--- src/rtl/ca3_assoc_memory.sv ---
// Theta-gated auto-associative memory: Hebbian learning at theta peaks, iterative recall at troughs.
// Define CA3_WEIGHT_DECAY_EN to decrement half-active pairs during learning (anti-Hebbian forgetting).
module ca3_assoc_memory #(
  parameter int WIDTH      = 18,
  parameter int FRAC       = 14,
  parameter int N_UNITS    = 6,
  parameter int W_BITS     = 4,
  parameter int PEAK_THR   = 12288,
  parameter int TROUGH_THR = 12288,
  parameter int RECALL_THR = 2,
  parameter int MAX_ITERS  = 4
) (
  input  logic                       clk,
  input  logic                       rst,
  input  logic                       clk_en,
  input  logic signed [WIDTH-1:0]    theta_x,
  input  logic [N_UNITS-1:0]         pattern_in,
  output logic [N_UNITS-1:0]         phase_pattern,
  output logic                       learning,
  output logic                       recalling,
  output logic                       recall_done,
  output logic [3:0]                 debug_state,
  input  logic [$clog2(N_UNITS)-1:0] wt_rd_i,
  input  logic [$clog2(N_UNITS)-1:0] wt_rd_j,
  output logic [W_BITS-1:0]          wt_rd_data
);

  localparam int RW = $clog2(N_UNITS);
  localparam int AW = W_BITS + RW;

  localparam logic signed [WIDTH-1:0] PeakThr   = WIDTH'(PEAK_THR);
  localparam logic signed [WIDTH-1:0] TroughThr = WIDTH'(-TROUGH_THR);
  localparam logic [AW-1:0]           RecallThr = AW'(RECALL_THR);
  localparam logic [3:0]              MaxIters  = 4'(MAX_ITERS);
  localparam logic [RW-1:0]           LastRow   = RW'(N_UNITS - 1);
  localparam logic [RW:0]             NUnits    = (RW + 1)'(N_UNITS);
  localparam logic [W_BITS-1:0]       WMax      = '1;

  localparam logic [1:0] StIdle   = 2'd0;
  localparam logic [1:0] StLearn  = 2'd1;
  localparam logic [1:0] StRecall = 2'd2;
  localparam logic [1:0] StDone   = 2'd3;

  logic [1:0]         state_q, state_d;
  logic               learn_armed_q, learn_armed_d;
  logic               recall_armed_q, recall_armed_d;
  logic [N_UNITS-1:0] lpat_q, lpat_d;
  logic [N_UNITS-1:0] cue_q, cue_d;
  logic [N_UNITS-1:0] cur_q, cur_d;
  logic [RW-1:0]      r_q, r_d;
  logic [3:0]         iter_q, iter_d;
  logic [N_UNITS-1:0] phase_q, phase_d;
  logic               learning_q, recalling_q, recall_done_q;
  logic [W_BITS-1:0]  w_q [N_UNITS][N_UNITS];
  logic [W_BITS-1:0]  w_d [N_UNITS][N_UNITS];

  logic [AW-1:0]      act [N_UNITS];
  logic [N_UNITS-1:0] nxt;
  logic               theta_neg, theta_pos;

  assign theta_neg = theta_x[WIDTH-1];
  assign theta_pos = !theta_x[WIDTH-1] && (theta_x != '0);

  // Activation of every unit from the currently active set; the cue stays clamped on.
  always_comb begin
    for (int j = 0; j < N_UNITS; j++) begin
      act[j] = '0;
      for (int i = 0; i < N_UNITS; i++) begin
        if (cur_q[i]) act[j] = act[j] + AW'(w_q[i][j]);
      end
      nxt[j] = cue_q[j] | (act[j] >= RecallThr);
    end
  end

  always_comb begin
    state_d        = state_q;
    learn_armed_d  = learn_armed_q | theta_neg;
    recall_armed_d = recall_armed_q | theta_pos;
    lpat_d         = lpat_q;
    cue_d          = cue_q;
    cur_d          = cur_q;
    r_d            = r_q;
    iter_d         = iter_q;
    phase_d        = phase_q;
    w_d            = w_q;
    case (state_q)
      StIdle: begin
        if (learn_armed_q && (theta_x >= PeakThr) && (pattern_in != '0)) begin
          state_d       = StLearn;
          lpat_d        = pattern_in;
          r_d           = '0;
          learn_armed_d = 1'b0;
        end else if (recall_armed_q && (theta_x <= TroughThr) && (pattern_in != '0)) begin
          state_d        = StRecall;
          cue_d          = pattern_in;
          cur_d          = pattern_in;
          iter_d         = '0;
          recall_armed_d = 1'b0;
        end
      end
      StLearn: begin
        // Row r owns only the pairs (r, j>r), so each symmetric pair changes once per event.
        for (int i = 0; i < N_UNITS; i++) begin
          for (int j = 0; j < N_UNITS; j++) begin
            if ((i < j) && (int'(r_q) == i)) begin
              if (lpat_q[i] && lpat_q[j]) begin
                if (w_q[i][j] != WMax) begin
                  w_d[i][j] = w_q[i][j] + 1'b1;
                  w_d[j][i] = w_q[i][j] + 1'b1;
                end
              end
`ifdef CA3_WEIGHT_DECAY_EN
              else if (lpat_q[i] ^ lpat_q[j]) begin
                if (w_q[i][j] != '0) begin
                  w_d[i][j] = w_q[i][j] - 1'b1;
                  w_d[j][i] = w_q[i][j] - 1'b1;
                end
              end
`endif
            end
          end
        end
        r_d = r_q + 1'b1;
        if (r_q == LastRow) state_d = StIdle;
      end
      StRecall: begin
        iter_d = iter_q + 4'd1;
        if ((nxt == cur_q) || (iter_d >= MaxIters)) begin
          state_d = StDone;
        end else begin
          cur_d = nxt;
        end
      end
      StDone: begin
        phase_d = cur_q;
        state_d = StIdle;
      end
      default: state_d = StIdle;
    endcase
  end

  always_ff @(posedge clk) begin
    if (rst) begin
      state_q        <= StIdle;
      learn_armed_q  <= 1'b0;
      recall_armed_q <= 1'b0;
      lpat_q         <= '0;
      cue_q          <= '0;
      cur_q          <= '0;
      r_q            <= '0;
      iter_q         <= '0;
      phase_q        <= '0;
      learning_q     <= 1'b0;
      recalling_q    <= 1'b0;
      recall_done_q  <= 1'b0;
      for (int i = 0; i < N_UNITS; i++) begin
        for (int j = 0; j < N_UNITS; j++) begin
          w_q[i][j] <= '0;
        end
      end
    end else begin
      recall_done_q <= clk_en && (state_q == StDone);
      if (clk_en) begin
        state_q        <= state_d;
        learn_armed_q  <= learn_armed_d;
        recall_armed_q <= recall_armed_d;
        lpat_q         <= lpat_d;
        cue_q          <= cue_d;
        cur_q          <= cur_d;
        r_q            <= r_d;
        iter_q         <= iter_d;
        phase_q        <= phase_d;
        learning_q     <= (state_d == StLearn);
        recalling_q    <= (state_d == StRecall);
        w_q            <= w_d;
      end
    end
  end

  // Out-of-range addresses (non power-of-two N_UNITS) read as zero.
  always_comb begin
    wt_rd_data = '0;
    if (({1'b0, wt_rd_i} < NUnits) && ({1'b0, wt_rd_j} < NUnits)) begin
      wt_rd_data = w_q[wt_rd_i][wt_rd_j];
    end
  end

  assign phase_pattern = phase_q;
  assign learning      = learning_q;
  assign recalling     = recalling_q;
  assign recall_done   = recall_done_q;
  assign debug_state   = {learn_armed_q, recall_armed_q, state_q};

endmodule

--- config.mk ---
export PLATFORM = sky130hd
export DESIGN_NAME = ca3_assoc_memory
export DESIGN_NICKNAME = d
export VERILOG_FILES = /design/src/rtl/ca3_assoc_memory.sv
export SDC_FILE = /design/constraint.sdc
export NUM_CORES = 1
export LEC_CHECK = 0
export ABC_CLOCK_PERIOD_IN_PS = 6500
export CAP_MARGIN = 20
export CORE_ASPECT_RATIO = 1.75
export CORE_UTILIZATION = 50
export CTS_CLUSTER_DIAMETER = 60
export CTS_CLUSTER_SIZE = 24
export DETAILED_ROUTE_END_ITERATION = 12
export GPL_TIMING_DRIVEN = 1
export PLACE_DENSITY = 0.7
export REMOVE_ABC_BUFFERS = 1
export SLEW_MARGIN = 10
export SYNTH_ARGS = -nofsm -noshare
export SYNTH_HDL_FRONTEND = slang
export SYNTH_SLANG_ARGS = --single-unit
export TNS_END_PERCENT = 10
--- constraint.sdc ---
create_clock -name clk -period 6.5 [get_ports clk]
set_clock_uncertainty 0.2 [all_clocks]
set_input_delay 1.625 -clock clk [delete_from_list [all_inputs] [get_ports clk]]
set_output_delay 1.625 -clock clk [all_outputs]
set_load 0.02 [all_outputs]
Word level (Yosys, flattened, before mapping) --
Index checks and enable logic that the tools add are counted.
Word-level totals: RAM bits 0, latch bits 0, input bits 33, memories 0, output and inout bits 17, flip-flop bits (word level) 98, ROM bits 0
Cells by class: add/subtract/negate cells 41, eq/ne operators 30, multiplexer cells 56, shift-type cells 0, order comparisons 13, bitwise gates (word level) 11, reduce and logical (&&, ||, !) cells 51, divide/modulo/power cells 0, multiply operators 0
Operator list (count):
- adder 7 x 4 -> 7 bit | 24
- 2-to-1 mux 7 bit | 24
- AND reduction 5 bit | 16
- binary-select mux 24 bit (select 3 bit) | 1
- adder 4 x 1 -> 4 bit, second input constant | 16
- != test 4 bit, second input constant | 15
- 2-to-1 mux 24 bit | 2
- 2-to-1 mux 4 bit | 11
- >= comparator 7 x 2 -> 1 bit, second input constant | 6
- logical AND 1 bit | 22
- >= comparator 18 x 15 -> 1 bit, second input constant | 1
- less-or-equal comparator 18 x 15 -> 1 bit, second input constant | 1
- 2-to-1 mux 6 bit | 3
- nonzero test 18 bit | 1
- binary-select mux 4 bit (select 3 bit) | 1
- == test 3 bit, second input constant | 4
- case mux 6 bit (2 select lines) | 1
- >= comparator 4 bit, second input constant | 2
- 2-to-1 mux 2 bit | 4
- != test 2 bit, second input constant | 4
- inverter 3 -> 4 bit | 2
- OR 1 bit | 8
- case mux 2 bit (4 select lines) | 1
- case mux 4 bit (2 select lines) | 1
- other kinds (20) | 31

Longest topological paths before layout --
Gate-level depths: netlist of the first run.
word-level depth 16, depth in mapped cells 32

Least setup slack after synthesis of the first run --
OpenSTA, ideal clock, no wires.
path kind flip-flop to flip-flop, start register cur_q[0], end register cur_q[2], buffers on the path 3, stages on the path, launching flop included 31, clock period less this slack 6.908 ns, arrival 6.569 ns, path slack -0.408 ns, cell sequence dfxtp_1 > clkbuf_1 > clkbuf_1 > clkbuf_1 > and2_1 > ha_1 > inv_1 > fa_1 > nand2b_1 > and4_1 > or2_2 > ha_1 > a21oi_1 > and3_1 > o21a_1 > or4_1 > ha_1 > xor2_1 > nand2_1 > nand2_1 > ha_1 > o21a_1 > o21ai_0 > and4_1 > a31o_1 > a2111oi_1 > xnor2_1 > o2111ai_1 > o31ai_2 > o21a_4 > o32ai_2
Between the ends: word-level cells in the longest chain between the ends 15
Ends and longest elaborated chain:
- start: declaration | line 49 | logic [N_UNITS-1:0] cur_q, cur_d;
- start signal: assignment | line 169 | cur_q <= cur_d;
- 2-to-1 mux 4 bit | line 69 | if (cur_q[i]) act[j] = act[j] + AW'(w_q[i][j]);
- adder 7 x 4 -> 7 bit | line 69
- 2-to-1 mux 7 bit | line 69
- adder 7 x 4 -> 7 bit | line 69
- 2-to-1 mux 7 bit | line 69
- adder 7 x 4 -> 7 bit | line 69
- 2-to-1 mux 7 bit | line 69
- adder 7 x 4 -> 7 bit | line 69
- 2-to-1 mux 7 bit | line 69
- >= comparator 7 x 2 -> 1 bit | line 71 | nxt[j] = cue_q[j] | (act[j] >= RecallThr);
- OR 1 bit | line 71
- == test 6 bit | line 128 | if ((nxt == cur_q) || (iter_d >= MaxIters)) begin
- logical OR 1 bit | line 128
- != test 2 bit (no source line)
- AND reduction 5 bit (no source line)
Several ways; a longest one is shown, not always the timed one. The select of a mux whose other input is x is not followed. A chain may end at the register's enable or synchronous reset.

Worst setup path after layout of the first run --
start register cur_q[0], end register cur_q[5]
Same word-level chain as after synthesis.

==> results of run 1 <==
## power by group
part	leakage (nW)	switching (mW)	internal (mW)	total [mW]
clock network	0.161	0.261	0.350	0.612
registers	0.792	0.00633	0.605	0.611
logic	4.70	0.136	0.107	0.242
total	5.65	0.404	1.06	1.47
## worst max-delay path: cells and delay by family, from the launching register on
kind / cells / cell delay (ps)
flops: 1 / 370
mux: 1 / 120
fa+ha+maj: 5 / 1270
compound gates: 9 / 1920
simple gates: 8 / 1120
xor+xnor: 4 / 550
buf+inv: 5 / 640
## per-layer routing
metal / wire [microns] / global-route usage / up-vias
li1: - / - / 5292
met1: 13500 / 0.341 / 5395
met2: 19200 / 0.573 / 379
met3: 1730 / 0.0482 / 139
met4: 2860 / 0.250 / 0
met5: 0 / 0 / -
## path summary, 6_finish.rpt
kind / slack, ps / startpoint / endpoint
worst max-delay path: 170 / cur_q[0] / cur_q[5]
worst max register to register: 170 / cur_q[0] / cur_q[5]
worst min register to register: 270 / lpat_q[0] / lpat_q[0]
worst min-delay path: 270 / lpat_q[0] / lpat_q[0]
## registers in the layout (all words and copies together), names as in the netlist
register        flops
r_q                 3
lpat_q              6
cue_q               6
recall_armed_q      1
state_q             2
cur_q               6
iter_q              4
w_q                60
learn_armed_q       1
recalling           1
recall_done         1
learning            1
phase_pattern       6
## area by class of cell
| type | instances | area (sq um) |
|---|---|---|
| sequential | 98 | 1970 |
| clock buffer | 11 | 243 |
| fill | 2044 | 8630 |
| inverter | 94 | 353 |
| timing repair buffer | 141 | 1180 |
| clock inverter | 5 | 82.6 |
| tap | 296 | 370 |
| multi-input combinational | 1155 | 9420 |
## through the flow
| step | setup WS [ps] | hold WS [ps] | cell area (sq um) | util |
|---|---|---|---|---|
| after detailed placement | -240 | 260 | 12600 | 0.567 |
| after global placement | -59.6 | 244 | 12600 | 0.567 |
| after CTS | 3.23 | 271 | 13000 | 0.583 |
| after floorplan | -124 | 231 | 11200 | - |
| after global routing | -72.7 | 293 | 13600 | 0.612 |
| final | 166 | 270 | 13600 | 0.612 |
## cells in the mapped netlist, types with 7 or more instances
library cell / instances
inv_1: 89
mux2_2: 22
clkbuf_1: 40
mux4_2: 16
nand4_1: 20
a22oi_1: 7
a31oi_1: 15
nand2b_1: 20
a21boi_0: 8
a21o_1: 18
and3b_1: 8
dfxtp_1: 98
nor2_1: 136
a311oi_1: 22
or3_1: 12
o21ai_0: 53
and2_1: 15
nor4_1: 12
a211oi_1: 16
o211ai_1: 8
and3_1: 15
nand2_1: 111
or2_2: 8
xnor2_1: 48
nor3_1: 16
o22ai_1: 9
fa_1: 24
buf_2: 8
a21oi_1: 103
nand3b_1: 7
nand3_1: 38
o21ai_1: 7
mux2i_1: 52
ha_1: 129
o2111ai_1: 9
o21a_1: 17
xor2_1: 46
nor2b_1: 14
## placed cells by master, fill, tap and decap left out, drive strengths merged, types with 14 or more instances in the layout
master         netlist  layout
o21a                18      18
xor2                46      46
a21oi              105     105
ha                 129     129
a311oi              23      23
mux2                23      23
a21o                18      18
o21ai               61      61
inv                 93      95
nand4               20      20
fa                  24      24
nor3                16      16
mux4                16      16
nor2               136     136
and2                15      15
mux2i               52      52
and3                15      15
buf                 17      94
a31oi               15      15
xnor2               49      49
nand3               38      38
dfxtp               98      98
nand2b              20      20
nand2              111     111
nor2b               14      14
clkdlybuf4s50        0      47
a211oi              16      16
## cells by family (layout without fill, tap and decap cells)
kind of cell | count (synthesis) | count (layout) | share of synthesized area
AND/OR/NAND/NOR | 461 | 461 | 0.201
AO/OA/AOI/OAI | 349 | 349 | 0.209
adder cells (fa/ha/maj) | 156 | 156 | 0.187
buffers and inverters | 151 | 251 | 0.0516
XOR/XNOR | 98 | 98 | 0.0798
flip-flops | 98 | 98 | 0.172
multiplexers | 91 | 91 | 0.100
## repair_timing
item                                    CTS  global route
buffers inserted                          0            12
pin swaps                                 1            51
endpoints found under the setup margin    8            11
resized for setup                         9           111
==> flow_summary.ini, run 1 <==
[final_layout]
diodes = 0
drive_gt1_frac = 0.178
syn_to_final_growth_pct = 19.6
final_nets = 1685
fin_cells = 1800

[detailed_routing]
vias = 11205
routed_via_density = 6.23
drt_iter0_drc = 660
first_pass_iters = 5
avgRoutedWirePerCell_microns = 20.7
wl_microns = 37300
drcViolationCount = 0
ant_nets = 0

[timing]
finalSetupViolations = 0
max_freq_mhz = 158
max_slew_margin = 0.442
min_period_over_period = 0.974
final.setup.tns_ps = 0
hold_viol_final = 0
slew_viol_final = 0
worst_pin_slew_ps = 837
fin_crit_ps = 6330

[critical_path]
worst-path-max-fanout = 8
r2r_cells = 32
critPathLaunchType = flop
critPathSlowestCell = fa_2
crit_type = flop to flop
crit_path_end_kind = flop
cpPeakStageDelay_ps = 390
required_ps = 6530
critPathArrivalTime_ps = 6370
cpMostUsedCell = ha_4

[clock_tree]
worstSkewPairLatency_ps = 380
cts.clk_slew.worst_paths_ps = 70
htree_levels = 3
clock_sinks = 98
clk_path_buf_depth = 2
clockRootBuffer = clkbuf_16
numCtsBuffers = 9
cts.hold.buffers_added = 0
cts_tree = yes

[place]
dpl.cell_count = 1772
port_buffers = 49
hpwl_microns = 29000
routabilityCongestion = 0.969

[floorplan]
ios = 50
start_util = 0.512
core_sq_um = 22300
die_w_microns = 116
core.rowCount = 72
die_h_microns = 202
dieArea_sq_um = 23400

[synthesis]
synthTopCellsByArea = dfxtp_1 (17%), ha_1 (14%), mux2i_1 (4.6%)
synth_area_leader_cell = dfxtp_1
synth-edff-count = 0
synth_cell_types = 90
yosys_most_used_dff = dfxtp_1
syn_inst = 1404
avgSynthCellArea_sq_um = 8.11
synthArstFlopShare = 0
synth-seq-area-share = 0.172
synth_area_sq_um = 11400
synth.top_cell.area_share = 0.172
synth_seq_cells = 98
yosysWarnings = 0

[min_path]
hold_path.class = flop to flop
hold_depth = 2

[power]
ir_drop_v = 0.000200
total_power_mw = 1.47
power_density_nw_per_um2 = 108
p_leak_nw = 5.65

[grt]
grt_start_max_net_pins = 75
grt_remaining_overflow = 0
grt_antenna_before_repair = 0
grt_pass1_wl_microns = 57900
grt.total_usage = 0.326
grt_pass1_vias = 11253

[outcome]
outcome = completed

[job]
max-cap-violations = 0
(Power assumes the default switching activity.)
==> inputs of run 2 (changes only) <==
Settings changed: CORE_UTILIZATION 50 to 55, GPL_TIMING_DRIVEN 1 to 0, PLACE_DENSITY 0.7 to 0.76.
==> flow_summary.ini, run 2 (synthesis gave the netlist of run 1 again) <==
[job]
max-cap-violations = 0

[place]
routabilityCongestion = 0.953
dpl.cell_count = 1649
hpwl_microns = 25800
place_area_sq_um = 12100
port_buffers = 49

[clock_tree]
cts.clk_slew.worst_paths_ps = 80
clockRootBuffer = clkbuf_16
htree_levels = 3
clk_path_buf_depth = 2
cts.hold.buffers_added = 0
cts_tree = yes
numCtsBuffers = 9
clock_sinks = 98
worstSkewPairLatency_ps = 370

[final_layout]
final_nets = 1618
fin_cells = 1685
regMostFlops = w_q
largest_reg_flops = 60
syn_to_final_growth_pct = 14.3
fin_area_sq_um = 13000
drive_gt1_frac = 0.125
layout_common_cells = nor2_1 (135), ha_1 (118), nand2_1 (111)
final_common_cell = nor2_1

[critical_path]
critPathSlowestCell = fa_1
critPathLaunch = cur_q[0]
endpoint = recalling
required_ps = 6570
critPathArrivalTime_ps = 6580
r2r_cells = 31
worst-path-max-fanout = 7
crit_path_end_kind = flop
cpPeakStageDelay_ps = 490
worstReg2RegStart = cur_q[0]
ff2ff_setup_slack_ps = -10
crit_type = flop to flop
critPathLaunchType = flop
reg2reg_to = recalling

[timing]
finalSetupViolations = 1
whs_ps = 268
min_period_over_period = 1.00
rsz0062_at_grt = yes
worst_pin_slew_ps = 1190
fin_crit_ps = 6510
slew_viol_final = 0
hold_viol_final = 0
finalWorstSetupSlack_ps = -10.4
final.setup.tns_ps = -10.4
max_slew_margin = 0.209
max_freq_mhz = 154

[grt]
grt.busiest_layer = met2
grt_start_max_net_pins = 58
use_met2 = 0.574
grt_remaining_overflow = 0
grt_pass1_vias = 10725
met1_usage = 0.332
grt.total_usage = 0.323
grt_antenna_before_repair = 1
grt_pass1_wl_microns = 54200
use_met3 = 0.0477

[power]
p_leak_nw = 5.33
ir_drop_v = 0.000112
total_power_mw = 1.42
power_density_nw_per_um2 = 109

[detailed_routing]
ant_nets = 0
first_pass_iters = 7
wl_microns = 35700
drt_iter0_drc = 564
avgRoutedWirePerCell_microns = 21.2
routed_via_density = 6.64
vias = 11184
drcViolationCount = 0

[floorplan]
core_sq_um = 20300
ios = 50
die_h_microns = 192
core.rowCount = 69
start_util = 0.561
die_w_microns = 111
dieArea_sq_um = 21300

[outcome]
outcome = finished with violations
violations = negative setup slack

[min_path]
hold_path.class = flop to flop
==> run 2: layer usage <==
metal	up-vias	wire, microns
met1	5371	12800
met3	175	2080
met5	-	0
met4	0	3140
li1	5180	-
met2	458	17700
==> run 2: timing repair <==
item	4_1_cts	5_1_grt
pin swaps	12	41
gates cloned	0	0
setup buffers	13	7
gates resized for setup	50	54
setup endpoints to repair	15	14
hold endpoints to repair	0	0
==> run 2: area by class of cell <==
class	instances	area, sq um
timing repair buffer	74	782
antenna	1	2.50
sequential	98	1990
tap	248	310
fill	1712	7280
clock buffer	9	225
multi-input combinational	1155	9280
clock inverter	6	73.8
inverter	94	353
==> run 2: power breakdown <==
part | total, mW | internal, mW | switching [mW]
logic | 0.230 | 0.101 | 0.129
clock network | 0.577 | 0.303 | 0.274
registers | 0.617 | 0.603 | 0.0132
total | 1.42 | 1.01 | 0.416
==> run 2: worst min path at each step <==
stage,from,endpoint,cells after the start
after global routing,lpat_q[4],lpat_q[4],2
final,lpat_q[0],lpat_q[0],2
after global placement,lpat_q[0],lpat_q[0],2
after floorplan,lpat_q[0],lpat_q[0],2
after detailed placement,lpat_q[0],lpat_q[0],2
after CTS,lpat_q[0],lpat_q[0],2
==> run 2: through the flow <==
step	utilization	setup slack, ps
floorplan	-	-124
global placement	0.589	-2020
detailed placement	0.595	-1660
CTS	0.625	-45.7
global route	0.641	-314
finish	0.641	-10.4
==> run 2: worst max-delay path: cells and delay by family, from the launching register on <==
kind	cells	cell delay, ps
adder cells (fa/ha/maj)	5	1660
buffers and inverters	5	720
XOR/XNOR	2	270
AND/OR/NAND/NOR	9	1360
flip-flops	1	400
AO/OA/AOI/OAI	10	1790
==> inputs of run 3 (changes only) <==
Settings changed: CORE_UTILIZATION 55 to 50, PLACE_DENSITY 0.76 to 0.7.
==> flow_summary.ini, run 3 (synthesis gave the netlist of run 1 again) <==
[final_layout]
layout_common_cells = nor2_1 (135), ha_1 (118), nand2_1 (109)
diodes = 0
fin_area_sq_um = 13200
syn_to_final_growth_pct = 16.1
final_nets = 1632
fin_util = 0.594
regMostFlops = w_q
drive_gt1_frac = 0.146
fillerInstances = 1992
final_common_cell = nor2_1
largest_reg_flops = 60

[timing]
finalSetupViolations = 0
rsz0062_at_grt = yes
slew_viol_final = 0
finalWorstSetupSlack_ps = 35.8
hold_viol_final = 0
max_freq_mhz = 155
final.setup.tns_ps = 0
fin_crit_ps = 6460
worst_pin_slew_ps = 1160
min_period_over_period = 0.994
max_slew_margin = 0.227

[critical_path]
critPathLaunchType = flop
critPathArrivalTime_ps = 6480
critPathSlowestCell = fa_1
crit_path_end_kind = flop
worst-path-max-fanout = 6
required_ps = 6510
cpPeakStageDelay_ps = 500
crit_type = flop to flop

[floorplan]
die_w_microns = 116
core_sq_um = 22300
ios = 50
die_h_microns = 202
core.rowCount = 72
start_util = 0.512
dieArea_sq_um = 23400

[detailed_routing]
routed_via_density = 6.32
wl_microns = 35700
drt_iter0_drc = 671
vias = 11027
first_pass_iters = 7
drcViolationCount = 0
ant_nets = 0
avgRoutedWirePerCell_microns = 20.4

[power]
power_density_nw_per_um2 = 106
ir_drop_v = 0.000100
total_power_mw = 1.41
p_leak_nw = 5.41

[grt]
grt.total_usage = 0.308
grt_antenna_before_repair = 0
grt_start_max_net_pins = 78
grt_pass1_vias = 10678
grt_remaining_overflow = 0
grt_pass1_wl_microns = 54600

[place]
place_area_sq_um = 12100
routabilityCongestion = 0.933
dp_slack_ps = -1340
port_buffers = 49
hpwl_microns = 26000

[clock_tree]
htree_levels = 3
numCtsBuffers = 9
clk_path_buf_depth = 2
clockRootBuffer = clkbuf_16
cts.clk_slew.worst_paths_ps = 80
cts_tree = yes
worstSkewPairLatency_ps = 380
clock_sinks = 98

[min_path]
hold_path.class = flop to flop

[job]
max-cap-violations = 0

[outcome]
outcome = completed
-- run 3: cell count changes in the layout (fill, tap and decap cells not counted), moves of 2 or more --
| cell | delta |
|---|---|
| nand2_2 | +2 |
| buf_4 | +14 |
| a21oi_1 | -6 |
| a21oi_2 | +7 |
| nand2_1 | -2 |
-- run 3: cell type report --
class                           count  area (sq um)  share of cell area
Clock buffer                        9           225              0.0170
Clock inverter                      6          48.8             0.00369
Inverter                           94           353              0.0267
Multi-Input combinational cell   1155          9360               0.708
Sequential cell                    98          1990               0.150
Tap cell                          296           370              0.0280
Timing Repair Buffer               88           876              0.0663
-- run 3: timing repair --
item	in CTS	in global routing
buffers inserted	18	15
endpoints found under the setup margin	15	12
pin swaps	24	45
hold buffers	0	0
gates resized for setup	65	61
-- run 3: where the power goes --
part           internal, mW  leakage (nW)  total (mW)  switching (mW)
sequential            0.603         0.798       0.616          0.0128
clock                 0.263         0.130       0.545           0.282
combinational         0.114          4.48       0.245           0.131
-- run 3: worst paths after layout --
check	start	to	slack [ps]	cells past startpoint
max	cur_q[0]	cur_q[3]	40	29
min	lpat_q[0]	lpat_q[0]	270	2
max reg2reg	cur_q[0]	cur_q[3]	40	29
min reg2reg	lpat_q[0]	lpat_q[0]	270	2
-- run 3: critical path, delay by kind of cell, from the launching register on --
| kind | cells | cell delay (ps) |
|---|---|---|
| xor gates and xnor gates | 1 | 170 |
| buffers and inverters | 6 | 650 |
| DFF | 1 | 400 |
| AOI/OAI and AO/OA | 10 | 2100 |
| adders and majority gates | 5 | 1900 |
| and+or+nand+nor | 6 | 620 |
| muxes | 1 | 250 |
-- run 3: per-stage QoR --
step,hold slack [ps],cells
floorplan,231,1347
global placement,254,1692
detailed placement,258,1698
CTS,269,1731
global route,288,1746
finish,270,1746
-- run 3: routing by layer --
metal / vias to the layer above / global-route usage / share of wire
met4: 0 / 0.238 / 0.076
met2: 412 / 0.541 / 0.50
met3: 134 / 0.0419 / 0.053
li1: 5190 / - / -
met1: 5291 / 0.324 / 0.37
met5: - / 0 / 0
